--- config.mk ---
export PLATFORM = sky130hd
export DESIGN_NAME = shift_add_mult
export DESIGN_NICKNAME = d
export VERILOG_FILES = /design/src/rtl/shift_add_mult_pkg.sv /design/src/rtl/shift_add_mult_round_sat.sv /design/src/rtl/shift_add_mult.sv
export SDC_FILE = /design/constraint.sdc
export NUM_CORES = 1
export LEC_CHECK = 0
export CAP_MARGIN = 40
export CORE_MARGIN = 2
export CORE_UTILIZATION = 51
export DETAILED_ROUTE_END_ITERATION = 8
export PLACE_DENSITY = 0.7
export SYNTH_ARGS = -nofsm -noshare
export SYNTH_HDL_FRONTEND = slang
export SYNTH_SLANG_ARGS = --single-unit
--- constraint.sdc ---
create_clock -name clk30x -period 4.47 [get_ports clk30x]
set_clock_uncertainty 0.1 [all_clocks]
set_input_delay 0.447 -clock clk30x [delete_from_list [all_inputs] [get_ports clk30x]]
set_output_delay 0.447 -clock clk30x [all_outputs]
set_load 0.005 [all_outputs]
--- src/rtl/shift_add_mult_pkg.sv ---
// Shared definitions for the shift-and-add Q-format multiplier: default widths,
// FSM encoding and the Q1.15 saturation limits.
package shift_add_mult_pkg;

  localparam int unsigned WORDLENGTH_DEF = 16;
  localparam int unsigned FRACBITS_DEF   = 15;

  localparam logic [WORDLENGTH_DEF-1:0] MAXPOS = {1'b0, {(WORDLENGTH_DEF-1){1'b1}}};
  localparam logic [WORDLENGTH_DEF-1:0] MAXNEG = {1'b1, {(WORDLENGTH_DEF-1){1'b0}}};

  typedef enum logic [1:0] {
    StIdle,
    StRun,
    StFinish
  } state_e;

endpackage

--- src/rtl/shift_add_mult_round_sat.sv ---
// Combinational round-half-away-from-zero, sign application and saturation of the
// unsigned 2*WORDLENGTH+1-bit product magnitude.
module round_sat
  import shift_add_mult_pkg::*;
#(
  parameter int unsigned WORDLENGTH = WORDLENGTH_DEF,
  parameter int unsigned FRACBITS   = FRACBITS_DEF
) (
  input  logic                    sign,
  input  logic [2*WORDLENGTH:0]   mag,
  output logic [WORDLENGTH-1:0]   product
);

  localparam logic [2*WORDLENGTH:0] Half   = {{(2*WORDLENGTH){1'b0}}, 1'b1} << (FRACBITS - 1);
  localparam logic [2*WORDLENGTH:0] PosLim = {{(WORDLENGTH+2){1'b0}}, {(WORDLENGTH-1){1'b1}}};
  localparam logic [2*WORDLENGTH:0] NegLim =
      {{(WORDLENGTH+1){1'b0}}, 1'b1, {(WORDLENGTH-1){1'b0}}};

  logic [2*WORDLENGTH:0] rounded;
  logic [WORDLENGTH-1:0] sat_pos, sat_neg;

  if (WORDLENGTH == WORDLENGTH_DEF) begin : g_pkg_sat
    assign sat_pos = MAXPOS;
    assign sat_neg = MAXNEG;
  end else begin : g_gen_sat
    assign sat_pos = {1'b0, {(WORDLENGTH-1){1'b1}}};
    assign sat_neg = {1'b1, {(WORDLENGTH-1){1'b0}}};
  end

  assign rounded = (mag + Half) >> FRACBITS;

  // Negative side may reach exactly 2^(W-1) before saturating; its negation is MAXNEG.
  always_comb begin
    product = '0;
    if (!sign) begin
      product = (rounded > PosLim) ? sat_pos : rounded[WORDLENGTH-1:0];
    end else begin
      product = (rounded > NegLim) ? sat_neg : -rounded[WORDLENGTH-1:0];
    end
  end

endmodule

--- src/rtl/shift_add_mult.sv ---
// Sequential signed Q-format multiplier: one magnitude bit of the multiplier per
// cycle, then a rounding/saturation cycle. Fixed latency of WORDLENGTH+1 cycles.
module shift_add_mult
  import shift_add_mult_pkg::*;
#(
  parameter int unsigned WORDLENGTH = WORDLENGTH_DEF,
  parameter int unsigned FRACBITS   = FRACBITS_DEF
) (
  input  logic                  clk30x,
  input  logic                  reset,
  input  logic                  start,
  input  logic [WORDLENGTH-1:0] multiplicand,
  input  logic [WORDLENGTH-1:0] multiplier,
  output logic [WORDLENGTH-1:0] product,
  output logic                  busy,
  output logic                  done
);

  localparam int unsigned CntW = (WORDLENGTH > 1) ? $clog2(WORDLENGTH) : 1;

  state_e                state_q;
  logic [CntW-1:0]       cnt_q;
  logic [2*WORDLENGTH:0] mcand_q, acc_q, addend, sum;
  logic [WORDLENGTH:0]   mplier_q;
  logic                  sign_q, busy_q, done_q;
  logic [WORDLENGTH-1:0] product_q, rs_product;
  logic [WORDLENGTH:0]   a_ext, b_ext, mag_a, mag_b;
  logic                  last;

  assign a_ext = {multiplicand[WORDLENGTH-1], multiplicand};
  assign b_ext = {multiplier[WORDLENGTH-1], multiplier};
  assign mag_a = a_ext[WORDLENGTH] ? -a_ext : a_ext;
  assign mag_b = b_ext[WORDLENGTH] ? -b_ext : b_ext;
  assign last  = (cnt_q == CntW'(WORDLENGTH - 1));

  // On the last pass the top magnitude bit (only ever set alone) shares the single adder.
  always_comb begin
    addend = '0;
    if (mplier_q[0]) begin
      addend = mcand_q;
    end else if (last && mplier_q[1]) begin
      addend = mcand_q << 1;
    end
  end

  assign sum = acc_q + addend;

  round_sat #(
    .WORDLENGTH(WORDLENGTH),
    .FRACBITS  (FRACBITS)
  ) u_round_sat (
    .sign   (sign_q),
    .mag    (acc_q),
    .product(rs_product)
  );

  always_ff @(posedge clk30x or negedge reset) begin
    if (!reset) begin
      state_q   <= StIdle;
      cnt_q     <= '0;
      mcand_q   <= '0;
      mplier_q  <= '0;
      acc_q     <= '0;
      sign_q    <= 1'b0;
      busy_q    <= 1'b0;
      done_q    <= 1'b0;
      product_q <= '0;
    end else begin
      done_q <= 1'b0;
      unique case (state_q)
        StIdle: begin
          if (start) begin
            mcand_q  <= {{WORDLENGTH{1'b0}}, mag_a};
            mplier_q <= mag_b;
            sign_q   <= multiplicand[WORDLENGTH-1] ^ multiplier[WORDLENGTH-1];
            cnt_q    <= '0;
            acc_q    <= '0;
            busy_q   <= 1'b1;
            state_q  <= StRun;
          end
        end
        StRun: begin
          acc_q    <= sum;
          mcand_q  <= mcand_q << 1;
          mplier_q <= mplier_q >> 1;
          cnt_q    <= cnt_q + CntW'(1);
          if (last) begin
            state_q <= StFinish;
          end
        end
        StFinish: begin
          product_q <= rs_product;
          done_q    <= 1'b1;
          busy_q    <= 1'b0;
          state_q   <= StIdle;
        end
        default: state_q <= StIdle;
      endcase
    end
  end

  assign product = product_q;
  assign busy    = busy_q;
  assign done    = done_q;

endmodule

==> flow_summary.ini <==
[routing]
wl_per_cell_um = 16.35
finalWirelength_um = 18890
drc = 0
via_count = 6948
viasPerCell = 6.016
drt-initial-drc-count = 421
firstDrtPassIters = 5
ant_nets = 0

[timing]
worstMarginPinSlew_ns = 0.8987
post-route-period-util = 0.8662
final_max_slew_viol_count = 0
tns_ns = 0
fin_crit_ns = 3.872
fmax_ghz = 0.2583
setup_viol = 0
rsz0062_at_grt = false
hold_viol_final = 0
relSlewSlack = 0.3994

[critical_path]
critical_path.reg2reg.startpoint = cnt_q[0]$_DFFE_PN0P_
crit_start = cnt_q[0]$_DFFE_PN0P_
r2r_cells = 15
critPathLaunchType = flip-flop
reg2reg_to = acc_q[27]$_DFFE_PN0P_
path_max_fanout = 17
r2r_setup_slack_ns = 0.60
setup.worst_path.end_class = flip-flop
critPathArrivalTime_ns = 4.05
path_class = flip-flop to flip-flop
worstPathRequired_ns = 4.65
endpoint = acc_q[27]$_DFFE_PN0P_

[die]
die_h_um = 129.0
fp.dieW_um = 129.0
row_count = 45
io_pins = 53
die-area_um2 = 16640
core_area_um2 = 15260
start_util = 0.5223

[place]
place_hpwl_um = 13730
dp_cells = 1138
io_buffers = 52
place_congestion = 0.9031

[grt]
grt_max_degree = 45
grt-ovfl-total = 0
antenna_found_initial = 0
grt_first_pass_wirelength_um = 32360
grtUsageTotal = 0.2398
grt_pass1_vias = 6525

[synth]
ys.flop_type = dfrtp_1
synth_edf_count = 0
synth_seq_area_share = 0.3391
ys_seq_elements = 108
async_flop_share = 1.000
syn_inst = 917
synth_nets = 992
ys_types = 83
ys_warn_count = 0
netlist_area_um2 = 7970
syn_avg_cell_area_um2 = 8.692

[pwr]
powerDensity_nw_per_um2 = 662.2
ir_drop_v = 0.0002464
p_leak_nw = 3.751

[clocking]
numCtsBuffers = 9
clock_sinks = 108
clkLatencyLatePin_ns = 0.36
cts_htree_levels = 3
cts_tree = built
clk_pin_slew_ns = 0.07
cts_buffer_depth = 2
cts_root_buffer = clkbuf_16

[layout]
final_common_cell = dfrtp_1
nFillCells = 1359
finalNetCount = 1014
n_antenna_cell = 0
drive_gt1_frac = 0.06038
mostFrequentLayoutCells = dfrtp_1, nand2_1, a21oi_1
final_cells = 1155
syn2layout_area_growth_pct = 12.68

[flow_run]
maxCapViolCount = 0

[status]
status = finished, final reports clean

[min_path]
hold_path.class = flip-flop to flip-flop
Yosys cell counts (4+ instances only):
library cell | instances | area, um2
mux2i_1 | 4 | 40.04
clkbuf_1 | 38 | 142.6
ha_1 | 39 | 488.0
xor2_1 | 39 | 341.6
nor2_1 | 44 | 165.2
and2_1 | 11 | 68.82
a21o_1 | 15 | 112.6
nand4_1 | 11 | 68.82
o21ai_1 | 10 | 50.05
o211ai_1 | 5 | 37.54
o22ai_1 | 28 | 175.2
a21boi_0 | 5 | 37.54
inv_1 | 25 | 93.84
nor3_1 | 17 | 85.08
nand2b_1 | 7 | 43.79
a22oi_1 | 18 | 135.1
o31ai_1 | 14 | 105.1
nand2_1 | 89 | 334.1
nand3b_1 | 7 | 52.55
a22o_1 | 52 | 455.4
buf_2 | 10 | 50.05
nand3_1 | 27 | 135.1
a21oi_1 | 72 | 360.4
nor3b_1 | 5 | 37.54
a211oi_1 | 5 | 37.54
or3_1 | 7 | 43.79
buf_4 | 6 | 45.04
xnor2_1 | 38 | 332.8
and3_1 | 9 | 56.30
nor4_1 | 7 | 43.79
o21ai_0 | 62 | 310.3
a31oi_1 | 8 | 50.05
o21a_1 | 4 | 30.03
dfrtp_1 | 108 | 2703
cells by family after synthesis:
kind of cell	synth area share
and+or+nand+nor	0.1735
xor gates and xnor gates	0.08462
muxes	0.009733
AOI/OAI and AO/OA	0.2859
buffers and inverters	0.04349
DFF	0.3391
adders and majority gates	0.06374
layout make-up:
type | instances | area [um2] | area share
Multi-Input combinational cell | 726 | 4945 | 0.5506
Sequential cell | 108 | 2703 | 0.3009
Timing Repair Buffer | 67 | 633.1 | 0.07049
Tap cell | 211 | 264.0 | 0.02940
Clock buffer | 10 | 239.0 | 0.02661
Inverter | 27 | 101.3 | 0.01128
Clock inverter | 6 | 96.34 | 0.01073
through the flow:
stage          setup WS, ns    util  power (mW)  cell area, um2  hold slack, ns
6_report             0.5982  0.5886       5.947            8981          0.3771
5_1_grt              0.2527  0.5886       6.467            8981          0.4153
4_1_cts              0.6241  0.5886       5.952            8981          0.3818
3_5_place_dp         0.6370  0.5660       5.024            8636          0.3381
3_3_place_gp         0.7644  0.5660       4.962            8636          0.3380
2_1_floorplan        0.8056       -       4.257            7970         0.05141
where the power goes:
part | switching (mW) | total (mW) | internal [mW]
registers | 0.486 | 1.87 | 1.38
logic | 1.80 | 3.18 | 1.38
clock network | 0.390 | 0.903 | 0.513
routing by layer:
| metal | vias to the layer above | wire length (um) | GRT usage |
|---|---|---|---|
| met5 | - | 0 | 0 |
| li1 | 3463 | - | - |
| met4 | 0 | 294 | 0.06586 |
| met1 | 3323 | 8990 | 0.3388 |
| met3 | 21 | 809 | 0.04088 |
| met2 | 141 | 8792 | 0.3834 |
worst min path at each step:
stage	to	from	cells past startpoint
global route	product[15]$_DFFE_PN0P_	product[15]$_DFFE_PN0P_	1
CTS	product[15]$_DFFE_PN0P_	product[15]$_DFFE_PN0P_	1
finish	product[15]$_DFFE_PN0P_	product[15]$_DFFE_PN0P_	1
detailed placement	acc_q[15]$_DFFE_PN0P_	reset	1
global placement	acc_q[14]$_DFFE_PN0P_	reset	1
floorplan	acc_q[0]$_DFFE_PN0P_	reset	0
worst max-delay path, cell delays in order, from the launching register on:
cell,delay [ns]
dfrtp_1,0.39
ha_1,0.21
nand3_1,0.14
nor3b_2,0.19
buf_4,0.24
buf_4,0.25
a22o_1,0.17
ha_1,0.30
and2_1,0.21
and3_1,0.17
a221o_1,0.33
a22o_1,0.22
nor3_1,0.35
o21ai_0,0.21
o21a_1,0.14
o211ai_1,0.16
registers in the layout, summed over array words and instances (netlist names):
| name | flops |
|---|---|
| product | 16 |
| cnt_q | 4 |
| done | 1 |
| state_q | 2 |
| acc_q | 33 |
| mcand_q | 33 |
| mplier_q | 17 |
| sign_q | 1 |
| busy | 1 |
timing repair:
item,CTS,global route
resized for setup,0,0
endpoints found under the hold margin,35,0
hold buffers,1,0
setup buffers,0,0
No activity file was read; power rests on OpenSTA's default activity.
